[src/rtl/nanorv32_intc_if.sv]
// nanorv32_intc_if: core handshake (irq/ack/reti) and register port of the interrupt controller.
// Latency: none, wires only.
// Backpressure: irq is held by the controller until the core pulses irq_ack.
interface nanorv32_intc_if #(
   parameter int IDW = 5
);
   logic           irq;
   logic           irq_ack;
   logic           reti_inst_detected;
   logic [IDW-1:0] irq_id;
   logic           irq_active;
   logic           reg_sel;
   logic           reg_wr;
   logic [1:0]     reg_addr;
   logic [31:0]    reg_wdata;
   logic [31:0]    reg_rdata;

   // core / bus side
   modport master (
      input  irq, irq_id, irq_active, reg_rdata,
      output irq_ack, reti_inst_detected, reg_sel, reg_wr, reg_addr, reg_wdata
   );

   // interrupt controller side
   modport slave (
      output irq, irq_id, irq_active, reg_rdata,
      input  irq_ack, reti_inst_detected, reg_sel, reg_wr, reg_addr, reg_wdata
   );
endinterface

[src/rtl/nanorv32_intc.sv]
// nanorv32_intc: edge-latched, enable-masked, fixed-priority (index 0 first) interrupt controller.
// Latency: source edge sampled at k -> irq high after k+2 (k+4 with NANORV32_INTC_SYNC_EN defined).
// Backpressure: irq holds until irq_ack; no nesting, later requests wait for reti_inst_detected.
module nanorv32_intc #(
   parameter int NB_IRQ = 8,
   parameter int IDW    = 5
) (
   input  logic              clk,
   input  logic              rst_n,
   input  logic [NB_IRQ-1:0] irq_src,
   nanorv32_intc_if.slave    bus
);
   typedef enum logic [1:0] {
      IDLE    = 2'd0,
      REQ     = 2'd1,
      SERVICE = 2'd2
   } state_t;

   localparam logic [1:0] A_ENABLE  = 2'd0;
   localparam logic [1:0] A_PENDING = 2'd1;
   localparam logic [1:0] A_ACTIVE  = 2'd2;

   state_t            state;
   state_t            state_nxt;
   logic [NB_IRQ-1:0] src_in;
   logic [NB_IRQ-1:0] src_q;
   logic [NB_IRQ-1:0] src_rise;
   logic [NB_IRQ-1:0] pending;
   logic [NB_IRQ-1:0] enable;
   logic [NB_IRQ-1:0] req;
   logic [NB_IRQ-1:0] set_mask;
   logic [NB_IRQ-1:0] clr_mask;
   logic [NB_IRQ-1:0] wdata_lo;
   logic              req_any;
   logic              reg_we;
   logic              take;
   logic              eoi;
   logic              irq_q;
   logic              irq_nxt;
   logic              active_q;
   logic [IDW-1:0]    id_q;
   logic [IDW-1:0]    winner;
   logic [31:0]       rdata;

`ifdef NANORV32_INTC_SYNC_EN
   logic [NB_IRQ-1:0] sync_ff1;
   logic [NB_IRQ-1:0] sync_ff2;

   // two-flop synchronizer for sources not timed to clk
   always_ff @(posedge clk or negedge rst_n) begin
      if (!rst_n) begin
         sync_ff1 <= '0;
         sync_ff2 <= '0;
      end else begin
         sync_ff1 <= irq_src;
         sync_ff2 <= sync_ff1;
      end
   end
   assign src_in = sync_ff2;
`else
   assign src_in = irq_src;
`endif

   generate
      if (NB_IRQ < 32) begin : g_unused_wdata
         logic unused_wdata;
         assign unused_wdata = ^bus.reg_wdata[31:NB_IRQ];
      end
   endgenerate

   assign wdata_lo = bus.reg_wdata[NB_IRQ-1:0];
   assign reg_we   = bus.reg_sel & bus.reg_wr;
   assign src_rise = src_in & ~src_q;
   assign req      = pending & enable;
   assign req_any  = |req;

   // lowest set index of the request vector wins
   always_comb begin
      winner = '0;
      for (int i = NB_IRQ - 1; i >= 0; i--) begin
         if (req[i]) winner = IDW'(i);
      end
   end

   // set sources (edges, SWTRIG) and clear sources (W1C, ack); set wins on overlap
   always_comb begin
      set_mask = src_rise;
      clr_mask = '0;
      if (reg_we && bus.reg_addr == 2'd3) set_mask = set_mask | wdata_lo;
      if (reg_we && bus.reg_addr == A_PENDING) clr_mask = wdata_lo;
      if (take) clr_mask = clr_mask | (NB_IRQ'(1) << winner);
   end

   // edge history, pending latch and software enable register
   always_ff @(posedge clk or negedge rst_n) begin
      if (!rst_n) begin
         src_q   <= '0;
         pending <= '0;
         enable  <= '0;
      end else begin
         src_q   <= src_in;
         pending <= (pending & ~clr_mask) | set_mask;
         if (reg_we && bus.reg_addr == A_ENABLE) enable <= wdata_lo;
      end
   end

   // state register plus the registered core-facing outputs
   always_ff @(posedge clk or negedge rst_n) begin
      if (!rst_n) begin
         state    <= IDLE;
         irq_q    <= 1'b0;
         id_q     <= '0;
         active_q <= 1'b0;
      end else begin
         state <= state_nxt;
         irq_q <= irq_nxt;
         if (take) begin
            id_q     <= winner;
            active_q <= 1'b1;
         end else if (eoi) begin
            active_q <= 1'b0;
         end
      end
   end

   // next-state: request while anything is enabled+pending, hold service until reti
   always_comb begin
      state_nxt = state;
      case (state)
         IDLE:    if (req_any) state_nxt = REQ;
         REQ: begin
            if (take)          state_nxt = SERVICE;
            else if (!req_any) state_nxt = IDLE;
         end
         SERVICE: if (bus.reti_inst_detected) state_nxt = IDLE;
         default: state_nxt = IDLE;
      endcase
   end

   // outputs: ack accepted only in REQ, irq rises one cycle after entering REQ
   always_comb begin
      take    = 1'b0;
      eoi     = 1'b0;
      irq_nxt = 1'b0;
      case (state)
         REQ: begin
            take    = bus.irq_ack & req_any;
            irq_nxt = (state_nxt == REQ);
         end
         SERVICE: eoi = bus.reti_inst_detected;
         default: ;
      endcase
   end

   // register read mux, unused bits read as zero
   always_comb begin
      rdata = '0;
      case (bus.reg_addr)
         A_ENABLE:  rdata[NB_IRQ-1:0] = enable;
         A_PENDING: rdata[NB_IRQ-1:0] = pending;
         A_ACTIVE: begin
            rdata[31]      = active_q;
            rdata[IDW-1:0] = id_q;
         end
         default: rdata = '0;
      endcase
   end

   assign bus.irq        = irq_q;
   assign bus.irq_id     = id_q;
   assign bus.irq_active = active_q;
   assign bus.reg_rdata  = rdata;
endmodule
[src/flat_wrapper.sv]
// flat-port wrapper written by rule: the top's interface ports become plain ports
module nanorv32_intc_flat 
#(
   parameter int NB_IRQ = 8,
   parameter int IDW    = 5
)
  (clk, rst_n, irq_src, bus_irq, bus_irq_id, bus_irq_active, bus_reg_rdata, bus_irq_ack, bus_reti_inst_detected, bus_reg_sel, bus_reg_wr, bus_reg_addr, bus_reg_wdata);
  nanorv32_intc_if #(.IDW(IDW)) bus_i ();
  input  logic clk;
  input  logic rst_n;
  input  logic [NB_IRQ-1:0] irq_src;
  output wire logic [$bits(bus_i.irq)-1:0] bus_irq;
  output wire logic [$bits(bus_i.irq_id)-1:0] bus_irq_id;
  output wire logic [$bits(bus_i.irq_active)-1:0] bus_irq_active;
  output wire logic [$bits(bus_i.reg_rdata)-1:0] bus_reg_rdata;
  input wire logic [$bits(bus_i.irq_ack)-1:0] bus_irq_ack;
  input wire logic [$bits(bus_i.reti_inst_detected)-1:0] bus_reti_inst_detected;
  input wire logic [$bits(bus_i.reg_sel)-1:0] bus_reg_sel;
  input wire logic [$bits(bus_i.reg_wr)-1:0] bus_reg_wr;
  input wire logic [$bits(bus_i.reg_addr)-1:0] bus_reg_addr;
  input wire logic [$bits(bus_i.reg_wdata)-1:0] bus_reg_wdata;
  assign bus_irq = bus_i.irq;
  assign bus_irq_id = bus_i.irq_id;
  assign bus_irq_active = bus_i.irq_active;
  assign bus_reg_rdata = bus_i.reg_rdata;
  assign bus_i.irq_ack = bus_irq_ack;
  assign bus_i.reti_inst_detected = bus_reti_inst_detected;
  assign bus_i.reg_sel = bus_reg_sel;
  assign bus_i.reg_wr = bus_reg_wr;
  assign bus_i.reg_addr = bus_reg_addr;
  assign bus_i.reg_wdata = bus_reg_wdata;
  nanorv32_intc #(.NB_IRQ(NB_IRQ), .IDW(IDW)) u_core (.clk(clk), .rst_n(rst_n), .irq_src(irq_src), .bus(bus_i));
endmodule
[config.mk]
export PLATFORM = sky130hd
export DESIGN_NAME = nanorv32_intc_flat
export DESIGN_NICKNAME = d
export VERILOG_FILES = /design/src/rtl/nanorv32_intc_if.sv /design/src/rtl/nanorv32_intc.sv /design/src/flat_wrapper.sv
export SDC_FILE = /design/constraint.sdc
export NUM_CORES = 1
export LEC_CHECK = 0
export CAP_MARGIN = 20
export CORE_MARGIN = 1.5
export CORE_UTILIZATION = 25
export DETAILED_ROUTE_END_ITERATION = 10
export SYNTH_ARGS = -nofsm -noshare
export SYNTH_HDL_FRONTEND = slang
export SYNTH_SLANG_ARGS = --single-unit
[constraint.sdc]
create_clock -name clk -period 1.55 [get_ports clk]
set_input_delay 0.3875 -clock clk [delete_from_list [all_inputs] [get_ports clk]]
set_output_delay 0.3875 -clock clk [all_outputs]
set_load 0.01 [all_outputs]
; ---- After elaboration in Yosys (flattened, before gate mapping)
; Cells that the tools add are included.
; Widths: inputs -> output; s select.
[totals]
in_bits = 48
register_bits = 33
latchBits = 0
mem_bits_rw = 0
mem_count = 0
mem_bits_ro = 0
word_cells = 55
[classes]
n_eq_ne = 6
add_sub_neg = 0
n_mul = 0
shifts = 1
mux = 24
magnitude_cmp = 0
reduce_logical = 7
bitwise = 10
div = 0
[op_table]
columns = operator, n
row1 = $mux 5, 7
row2 = $and 8x8->8, 3
row3 = $mux 8, 3
row4 = $or 8x8->8, 3
row5 = $not 8->8, 2
row6 = $pmux 5 s3, 1
row7 = $mux 2, 4
row8 = $reduce_or 8->1, 1
row9 = $shl 1x5->8 const A, 1
row10 = $eq 2x1->1 const B, 3
row11 = $eq 2x2->1 const B, 3
row12 = $mux 1, 6
row13 = $pmux 2 s3, 1
row14 = $pmux 3 s2, 1
row15 = $logic_not 2->1, 2
row16 = $logic_and 1x1->1, 3
row17 = $mux 3, 1
row18 = $and 1x1->1, 2
row19 = $reduce_bool 2->1, 1

; ---- Longest topological paths before layout
[depth]
word_depth = 15
mapped_depth = 5
ltp_nobuf = 4

; ---- Least setup slack after synthesis
; No wires, ideal clock.
[synth_timing]
path_kind = input port to output port
start = input bus_reg_addr[0]
end = output bus_reg_rdata[2]
arrival_ns = 1.155
path_buffers = 1
stages = 4
setup_slack_ns = 0.008
path_cell_list = buf_1 > nor2b_1 > nand2_1 > o21ai_1
[synth_via]
elab_chain_len = 2
[synth_lines]
columns = item, line
row1 = from (decl), flat_wrapper.sv:20  ; input wire logic [$bits(bus_i.reg_addr)-1:0] bus_reg_addr;
row2 = "$eq 2x2->1, or another cell as far along", nanorv32_intc.sv:158  ; case (bus.reg_addr)
row3 = $pmux 5 s3 (*), nanorv32_intc.sv:158
row4 = to (decl), flat_wrapper.sv:15  ; output wire logic [$bits(bus_i.reg_rdata)-1:0] bus_reg_rdata;
; Every way passes the cells marked *; elsewhere a longest branch is shown, timed or not.

; ---- Worst setup path in the final report
[layout_timing]
start = register u_core.enable[4]
end = register u_core.id_q[0] (netlist: u_core.bus.irq_id[0])
[layout_via]
elab_chain_len = 6
[layout_lines]
columns = item, line
row1 = from (decl), nanorv32_intc.sv:29  ; logic [NB_IRQ-1:0] enable;
row2 = from (signal assigned), nanorv32_intc.sv:103  ; if (reg_we && bus.reg_addr == A_ENABLE) enable <= wdata_lo;
row3 = $and 8x8->8 (*), nanorv32_intc.sv:74  ; assign req = pending & enable;
row4 = $mux 5 (5 in series), nanorv32_intc.sv:81  ; if (req[i]) winner = IDW'(i);
row5 = to (signal assigned), nanorv32_intc.sv:118  ; id_q <= winner;
row6 = to (decl), nanorv32_intc.sv:41  ; logic [IDW-1:0] id_q;
; Marks and branches as above.
; A chain may end at the register's enable or synchronous reset.

==> impl_results.md <==
* Cts bufs inserted at 5
* Worst-Skew Late Latency at 280 ps
* Share of cells above drive strength 1 at 28.34%
* HPWL after DPL at 3528 um
* Register area share after synthesis at 44.10%
* Count leader, synth: dfrtp_1
* Hold WC Path Type: in2async
* Die width at 86.89 um
* Final setup vio count at 1
* CTS Hold Bufs at 0
* Outcome: finished with violations
* Largest net degree at the start of global routing at 32
* Biggest area consumer among synthesized cells: dfrtp_1
* Pins Over Slew Limit at 0
* Synth top area share at 44.10%
* Power Density at 1272 nW/um^2
* Post-layout minimum cycle time at 1551 ps
* Period utilisation layout at 100.1%
* Final core utilization at 37.18%
* Unrepaired setup endpoints after global routing: true
* Crit Path Max Fanout at 4
* Final worst slack at -0.9811 ps
* Port Buf Inserts at 37
* Die Y at 86.89 um
* Async SR Flop Fraction at 100.0%
* VDD IR-drop max at 0.0005186 V
* Endpoints failing hold at 0
* CTS tree: yes
* Clk sinks at 31
* Total GRT Usage at 12.40%
* Register bit total from synthesis at 31
* CP Launch Type: flop
* Area delta synth->final at 43.60%
* Synth Instances at 172
* Total grt overflow at 0
* Pwr Total at 3.213 mW
* # IOs at 87
* Post-route ant nets at 0
* 1st-pass router iterations at 4
* Wire length per cell at 13.02 um
* Leak Pwr at 1.166 nW
* ANT cells at 0
* Routing usage on met1 at 16.20%
* Worst-path clk slew at 60 ps
* First-pass GRT wire length at 7203 um
* Routed via count at 1499
* Area contributors post-synth: dfrtp_1, buf_4, mux2_1
* DR DRC count at 0
* Fmax at 644.8 MHz
* Syn avg cell area at 10.23 sq um
* Clock Skews at 4.073 ps
* Crit path capture type: flop
* Number of global-route vias before repair at 1516
* Number of synthesized flops with an enable pin at 0
* Max Cap Viol at 0
* GR Util met3 at 2.844%
* CP required at 1740 ps
* Final WL at 4466 um
* Initial DRC Count at 81
* Initial antenna violation count at 0
* Fillers at 696
* Post-DR vias/cell at 4.370
* Yosys warnings at 0
* Top FF cell, synth: dfrtp_1
* Cell Area, Synth at 1759 sq um
* GR Layer Usage met2 at 20.51%
* GP Congestion at 0.8523
* Gr busiest metal: met2
* Initial Util at 25.89%
* Total die area at 7549 sq um
* # nets final at 294
* Commonest cells in the netlist: dfrtp_1, buf_4, nand2_1
* Crit path DAT at 1740 ps
* Row count at 30
* Root buffer cell: clkbuf_8
* H-tree depth at 2
* Crit Path Class: reg2reg
* Clk buf depth at 2
* Failing checks: setup timing
* Core Box Area at 6794 sq um
* Distinct cells, synth at 41
* Setup TNS at -0.9811 ps
==> flip-flops by register name (all words and copies together) (netlist names) <==
name,cells
u_core.bus.irq,1
u_core.state,2
u_core.pending,8
u_core.bus.irq_id,3
u_core.bus.irq_active,1
u_core.enable,8
u_core.src_q,8
==> logic make-up after synthesis <==
| kind of cell | count (synthesis) | share of synthesized area (%) |
|---|---|---|
| buf+inv | 39 | 14.01 |
| flops | 31 | 44.10 |
| compound gates | 45 | 19.70 |
| simple gates | 40 | 12.31 |
| other cells | 1 | 0.2132 |
| mux | 16 | 9.673 |
==> where the power goes <==
group / total, mW / internal [mW] / switching (mW)
clock network: 0.692 / 0.405 / 0.287
registers: 1.17 / 1.00 / 0.172
logic: 1.35 / 0.726 / 0.624
==> worst max-delay path: stages, from the launching register on <==
cell,delay (ps)
dfrtp_1,410
a22o_1,290
buf_6,130
o41ai_4,410
nand2_1,130
o31ai_2,90
==> per-layer routing <==
metal / part of all wire [%] / wire [um]
met3: 4.5 / 199
met1: 45 / 2015
met2: 49 / 2198
met5: 0 / 0
met4: 1.2 / 53
==> area by class of cell <==
| cell class | instances | area (sq um) | area share, % |
|---|---|---|---|
| multi-input cells | 126 | 878.3 | 34.77 |
| flip-flops and latches | 31 | 778.2 | 30.81 |
| repair buffers | 74 | 619.3 | 24.52 |
| well taps | 96 | 120.1 | 4.755 |
| clock buffers | 8 | 100.1 | 3.962 |
| inverters | 8 | 30.03 | 1.189 |
==> placed cells by master (no fill, tap or decap), types with 2 or more instances in the layout <==
master | netlist | final
a21oi_1 | 9 | 9
a221o_1 | 6 | 6
a221oi_1 | 3 | 3
a22o_1 | 6 | 6
a22oi_1 | 4 | 3
a22oi_2 | 1 | 2
a32oi_1 | 2 | 2
and3b_1 | 2 | 2
and4_1 | 2 | 2
buf_2 | 2 | 8
buf_4 | 26 | 33
buf_6 | 0 | 3
clkbuf_2 | 0 | 2
clkbuf_8 | 0 | 7
clkdlybuf4s50_1 | 0 | 20
clkinv_1 | 2 | 2
conb_1 | 1 | 25
dfrtp_1 | 31 | 29
dfrtp_2 | 0 | 2
dlygate4sd2_1 | 0 | 5
inv_1 | 6 | 6
mux2_1 | 8 | 8
mux2i_1 | 8 | 6
mux2i_2 | 0 | 2
nand2_1 | 15 | 15
nor2_1 | 7 | 5
nor2_2 | 0 | 2
nor2b_1 | 5 | 4
o21ai_0 | 2 | 2
o21ai_1 | 4 | 3
==> final timing paths <==
| path | cells past startpoint | start | slack (ps) | to |
|---|---|---|---|---|
| worst max-delay path | 5 | u_core.enable[4] | -1 | u_core.bus.irq_id[0] |
| worst min-delay path | 2 | rst_n | 460 | u_core.src_q[4] |
| worst max register to register | 5 | u_core.enable[4] | -1 | u_core.bus.irq_id[0] |
| worst min register to register | 2 | u_core.state[1] | 530 | u_core.state[0] |
| max in group asynchronous | 2 | rst_n | 900 | u_core.enable[3] |
| min in group clk | 3 | bus_irq_ack | 530 | u_core.bus.irq |
==> stage by stage <==
stage / hold slack (ps) / instance area (sq um) / cells / setup WS (ps)
after floorplan: 91.91 / 1849 / 196 / 7.523
final: 456.8 / 2526 / 343 / -0.9811
after CTS: 461.1 / 2486 / 341 / -32.25
after detailed placement: 519.2 / 2391 / 332 / -808.0
after global placement: 518.3 / 2391 / 332 / -782.6
after global routing: 487.7 / 2526 / 343 / -75.00
==> timing repair <==
item / CTS / global route
setup endpoints to repair: 30 / 13
endpoints found under the hold margin: 0 / 0
gates resized for setup: 51 / 12
setup buffers: 1 / 2
pin swaps: 3 / 5
Power figures use the tool's default switching activity.
